File: config.mk
export PLATFORM = sky130hd
export DESIGN_NAME = inst_fetch_axi
export DESIGN_NICKNAME = d
export VERILOG_FILES = /design/src/rtl/inst_fetch_axi.sv
export SDC_FILE = /design/constraint.sdc
export NUM_CORES = 1
export LEC_CHECK = 0
export CAP_MARGIN = 0
export CORE_MARGIN = 2
export CORE_UTILIZATION = 42
export DETAILED_ROUTE_END_ITERATION = 10
export GPL_ROUTABILITY_DRIVEN = 0
export PLACE_DENSITY = 0.95
export REMOVE_ABC_BUFFERS = 1
export SLEW_MARGIN = 10
export SYNTH_ARGS = -nofsm -noshare
export SYNTH_HDL_FRONTEND = slang
export SYNTH_SLANG_ARGS = --single-unit
File: constraint.sdc
create_clock -name aclk -period 5.6 [get_ports aclk]
set_input_delay 0.84 -clock aclk [delete_from_list [all_inputs] [get_ports aclk]]
set_output_delay 0.84 -clock aclk [all_outputs]
set_load 0.02 [all_outputs]
File: src/rtl/inst_fetch_axi.sv
// Instruction-fetch front end: turns an F-stage fetch request into one single-beat AXI4 read.
// Optional last-hit buffer enabled by defining IF_LASTHIT_EN.
module inst_fetch_axi (
  input  logic        aclk,
  input  logic        aresetn,
  input  logic [31:0] pc_f,
  input  logic        fetch_req,
  input  logic        stall,
  input  logic        flush,
  output logic [31:0] instr_f,
  output logic        instr_valid,
  output logic        fetch_stall,
  output logic        adel_f,
  output logic        ibus_err_f,
  output logic [3:0]  arid,
  output logic [31:0] araddr,
  output logic [7:0]  arlen,
  output logic [2:0]  arsize,
  output logic [1:0]  arburst,
  output logic        arvalid,
  input  logic        arready,
  input  logic [3:0]  rid,
  input  logic [31:0] rdata,
  input  logic [1:0]  rresp,
  input  logic        rlast,
  input  logic        rvalid,
  output logic        rready
);

  typedef enum logic [2:0] {
    S_IDLE    = 3'd0,
    S_AR      = 3'd1,
    S_R       = 3'd2,
    S_DONE    = 3'd3,
    S_DISCARD = 3'd4
  } state_t;

  state_t      state_r;
  state_t      state_nxt_s;
  logic        pend_flush_r;
  logic        accept_s;
  logic        misalign_s;
  logic        beat_s;
  logic        ar_hs_s;
  logic        lh_hit_s;
  logic [31:0] lh_data_s;
  logic        unused_ok_s;

  assign arid        = 4'd0;
  assign arlen       = 8'd0;
  assign arsize      = 3'b010;
  assign arburst     = 2'b01;
  assign unused_ok_s = ^rid;

  assign accept_s    = (state_r == S_IDLE) && fetch_req && !flush;
  assign misalign_s  = (pc_f[1:0] != 2'b00);
  assign beat_s      = rvalid && rlast;
  assign ar_hs_s     = arvalid && arready;
  assign fetch_stall = fetch_req && (state_r != S_DONE);

`ifdef IF_LASTHIT_EN
  logic        lh_valid_r;
  logic [31:0] lh_addr_r;
  logic [31:0] lh_data_r;

  assign lh_hit_s  = lh_valid_r && (pc_f == lh_addr_r);
  assign lh_data_s = lh_data_r;

  // Last-hit buffer: filled by OKAY beats only, dropped on any flush
  always_ff @(posedge aclk or negedge aresetn) begin
    if (!aresetn) begin
      lh_valid_r <= 1'b0;
      lh_addr_r  <= 32'd0;
      lh_data_r  <= 32'd0;
    end else if (flush) begin
      lh_valid_r <= 1'b0;
    end else if ((state_r == S_R) && beat_s && (rresp == 2'b00)) begin
      lh_valid_r <= 1'b1;
      lh_addr_r  <= araddr;
      lh_data_r  <= rdata;
    end
  end
`else
  assign lh_hit_s  = 1'b0;
  assign lh_data_s = 32'd0;
`endif

  // Next-state logic
  always_comb begin
    state_nxt_s = state_r;
    case (state_r)
      S_IDLE: begin
        if (accept_s) begin
          if (misalign_s || lh_hit_s) begin
            state_nxt_s = S_DONE;
          end else begin
            state_nxt_s = S_AR;
          end
        end else begin
          state_nxt_s = S_IDLE;
        end
      end
      S_AR: begin
        if (ar_hs_s) begin
          if (flush || pend_flush_r) begin
            state_nxt_s = S_DISCARD;
          end else begin
            state_nxt_s = S_R;
          end
        end else begin
          state_nxt_s = S_AR;
        end
      end
      S_R: begin
        // a flush coinciding with the beat drops the data and skips DISCARD
        if (beat_s && flush) begin
          state_nxt_s = S_IDLE;
        end else if (beat_s) begin
          state_nxt_s = S_DONE;
        end else if (flush) begin
          state_nxt_s = S_DISCARD;
        end else begin
          state_nxt_s = S_R;
        end
      end
      S_DONE: begin
        if (flush || !stall) begin
          state_nxt_s = S_IDLE;
        end else begin
          state_nxt_s = S_DONE;
        end
      end
      S_DISCARD: begin
        if (beat_s) begin
          state_nxt_s = S_IDLE;
        end else begin
          state_nxt_s = S_DISCARD;
        end
      end
      default: state_nxt_s = S_IDLE;
    endcase
  end

  // State register and handshake outputs registered from the next state
  always_ff @(posedge aclk or negedge aresetn) begin
    if (!aresetn) begin
      state_r     <= S_IDLE;
      arvalid     <= 1'b0;
      rready      <= 1'b0;
      instr_valid <= 1'b0;
    end else begin
      state_r     <= state_nxt_s;
      arvalid     <= (state_nxt_s == S_AR);
      rready      <= (state_nxt_s == S_R) || (state_nxt_s == S_DISCARD);
      instr_valid <= (state_nxt_s == S_DONE);
    end
  end

  // Fetch address and pending-flush tracking during the address phase
  always_ff @(posedge aclk or negedge aresetn) begin
    if (!aresetn) begin
      araddr       <= 32'd0;
      pend_flush_r <= 1'b0;
    end else begin
      if (accept_s) begin
        araddr <= pc_f;
      end
      if ((state_r == S_AR) && !ar_hs_s) begin
        pend_flush_r <= pend_flush_r || flush;
      end else begin
        pend_flush_r <= 1'b0;
      end
    end
  end

  // Result capture; instr_f is left alone on exit since instr_valid qualifies it
  always_ff @(posedge aclk or negedge aresetn) begin
    if (!aresetn) begin
      instr_f    <= 32'd0;
      adel_f     <= 1'b0;
      ibus_err_f <= 1'b0;
    end else if (accept_s && misalign_s) begin
      instr_f    <= 32'd0;
      adel_f     <= 1'b1;
      ibus_err_f <= 1'b0;
    end else if (accept_s && lh_hit_s) begin
      instr_f    <= lh_data_s;
      adel_f     <= 1'b0;
      ibus_err_f <= 1'b0;
    end else if ((state_r == S_R) && beat_s && !flush) begin
      instr_f    <= (rresp != 2'b00) ? 32'd0 : rdata;
      adel_f     <= 1'b0;
      ibus_err_f <= (rresp != 2'b00);
    end else if ((state_r == S_DONE) && (state_nxt_s != S_DONE)) begin
      adel_f     <= 1'b0;
      ibus_err_f <= 1'b0;
    end
  end

endmodule

==> summary.txt <==
Status
  • Status: finished clean

CTS
  • H-tree levels: 3
  • CTS root buffer: clkbuf_8
  • Max Root-Sink Buffers: 2
  • Post-CTS Hold Fix Bufs: 0
  • CTS tree: yes
  • Clk pin slew, worst setup/hold paths: roughly 0.07 ns
  • Clk Latency, worst-skew pair: 0.33 ns
  • CTS buffer count: 9
  • Clock sink count: 73
  • Cts repair resizes: 0
  • # Post-CTS Setup Buffers: 0

Setup path
  • Slowest cell on crit path: nor3_4
  • Critical path peak fanout: 32
  • Critical path class: in -> reg
  • Endpoint class of the critical path: register
  • R2r setup slk: roughly 3.1 ns
  • Crit-path max cell delay: 0.88 ns
  • Cell chain of the critical path: clkdlybuf4s50_1, or3b_4, or3_4, nor3_4, a22o_2
  • CP Launch Type: primary input
  • R2R Path Start: state_r[2]$_DFF_PN0_
  • Worst EP arrival: roughly 3.4 ns
  • R2r endpoint: instr_f[15]$_DFFE_PN0P_
  • Critical Path RT: ~5.9 ns
  • Worst reg2reg path depth: 4

Global routing
  • Grt total ovfl: 0
  • Largest net degree at the start of global routing: between 70 and 80
  • All-Layer GR Usage: 17.52%
  • Initial antenna violation count: 0
  • Global-route wire length before repair: between 10000 and 15000 um
  • Number of global-route vias before repair: 2179

Drt
  • Routed WL per cell: 15.28 um
  • Detail Route Antenna Nets: 0
  • DR vias/cell: 4.870
  • Initial DRC count: 51
  • First-pass detailed-route iteration total: 4
  • Drt drc: 0
  • Vias: roughly 2200
  • Drt total wl: about 6900 um

Timing
  • Minimum clock period: 3.122 ns
  • Final Hold Fails: 0
  • Endpoints failing setup: 0
  • Worst hold slack: roughly 0.51 ns
  • RSZ-0062 raised after global routing: false
  • Clock skew: roughly 0.0095 ns
  • Worst Tran Pin Value: between 1 and 1.5 ns
  • Setup TNS Final: 0 ns
  • Final period util: 55.74%
  • Slew headroom: 23.09%
  • Fmax: between 0.3 and 0.4 GHz
  • Max Transition Viols Final: 0

Pwr
  • Leak: 0.001993 uW
  • Total power: around 2000 uW
  • Worst IR Drop VDD: roughly 0.13 mV
  • PD cells: between 400 and 500 nW/um2

Finish
  • Number of nets in the layout: 430
  • ANT cells: 0
  • Area grow syn2layout: 53.96%
  • Fraction of layout cells with a size suffix above 1: between 20% and 30%
  • Final Cell Area: approximately 4600 um2

Synthesis
  • Synth cell types: 32
  • Area contributors post-synth: dfrtp_1, mux2_2, a22o_2
  • Area leader, netlist: dfrtp_1
  • Post-synth EDFFs: 0
  • Yosys reg bits: 73
  • Mapped Avg Cell Area: between 10 and 15 um2
  • Asr flop ratio synth: 100.0%
  • Netlist Area Pre-Place: 2984 um2
  • Post-synthesis sequential area ratio: about three fifths
  • Yosys top cell area share: about three fifths
  • Synth Warn #: 0
  • Most used DFF post-synth: dfrtp_1
  • Post-Synthesis Cells: 210

Flow run
  • Max-Cap Viols: 0

Placement
  • Port bufs: 143
  • DP Wirelength: roughly 5000 um
  • Post-DP Area: approximately 4400 um2

Floorplan
  • # rows: 30
  • Die X: roughly 88 um
  • I/O pin count: between 150 and 200
  • Starting density of the core: 43.68%
  • Die Y: ~90 um
  • Die Area: around 7800 um2
  • Core ar.: about 6800 um2

Hold path
  • Class of the worst hold path: reg -> reg
  • WHS Endpoint: araddr[3]$_DFFE_PN0N_
  • Hold Startpoint: araddr[3]$_DFFE_PN0N_
  • Cells on Worst Hold Path: 1
## cell families after synthesis
kind of cell	count (synthesis)	synth area share, %
simple gates	30	6.248
flops	73	61.22
other cells	2	0.2517
buf+inv	30	7.002
compound gates	43	13.21
mux	32	12.08
## cell usage after synthesis, types with 2 or more instances
cell	instances
mux2_2	32
inv_1	2
nand3_1	2
a22o_2	29
o32ai_1	2
o21ai_0	2
nor3_1	2
and2_1	3
buf_6	3
nand2b_1	3
o22ai_1	2
nand2_1	5
a22o_1	3
buf_2	8
dfrtp_1	73
conb_1	2
buf_4	17
nor2b_1	3
nor2_1	4
## placed cells by master, fill, tap and decap left out, types with 2 or more instances in the layout
cell type	count
mux2_2	32
clkbuf_8	10
a22o_1	3
nand3_1	2
clkdlybuf4s50_1	142
buf_4	2
o21ai_0	2
o32ai_1	2
o22ai_1	2
nor3_1	2
and2_1	3
nand2_1	5
nand2b_1	3
inv_1	2
clkinv_2	2
conb_1	17
clkbuf_1	3
a22o_2	29
nor2_1	3
dfrtp_1	73
nor2b_1	2
## registers in the layout, indices dropped and copies added, names as in the netlist
| signal | count |
|---|---|
| ibus_err_f | 1 |
| arvalid | 1 |
| instr_valid | 1 |
| state_r | 3 |
| instr_f | 32 |
| adel_f | 1 |
| rready | 1 |
| araddr | 32 |
| pend_flush_r | 1 |
## worst max-delay path, delay by kind of cell
kind	cells	cell delay, ns
compound gates	1	0.29
simple gates	3	1.74
buf+inv	1	0.50
## per-stage QoR
stage / utilization [%] / cells / setup slack [ns]
floorplan: - / 197 / 2.281
global placement: 64.41 / 437 / 2.237
detailed placement: 64.41 / 437 / 2.153
CTS: 67.18 / 453 / 2.505
global route: 67.25 / 453 / 2.375
finish: 67.25 / 453 / 2.478
## power breakdown
part | switching (uW) | internal (uW) | leakage, uW | total [uW]
logic | 401 | 459 | 0.000955 | 859
registers | 90.2 | 688 | 0.000941 | 779
clock network | 174 | 217 | 0.0000974 | 391
total | 665 | 1360 | 0.00199 | 2030
## layer usage
metal | vias to the layer above | track usage [%] | routed length, um
li1 | 1006 | - | -
met1 | 1050 | 21.32 | 2817
met2 | 140 | 29.05 | 3308
met3 | 10 | 5.131 | 683
met4 | 0 | 7.713 | 112
met5 | - | 0 | 0
## worst max-delay path by stage
stage | start | endpoint | cells past startpoint
floorplan | fetch_req | adel_f$_DFFE_PN0P_ | 4
global placement | flush | instr_f[21]$_DFFE_PN0P_ | 5
detailed placement | flush | instr_f[15]$_DFFE_PN0P_ | 5
CTS | flush | instr_f[15]$_DFFE_PN0P_ | 5
global route | flush | instr_f[15]$_DFFE_PN0P_ | 5
finish | flush | instr_f[15]$_DFFE_PN0P_ | 5
## layout make-up
type	count	area [um2]
clock buffer	13	148.9
inverter	2	7.507
sequential	73	1827
clock inverter	3	40.04
fill	516	2237
multi-input combinational	122	1015
tap	96	120.1
timing repair buffer	144	1436
Power figures use the tool's default switching activity.
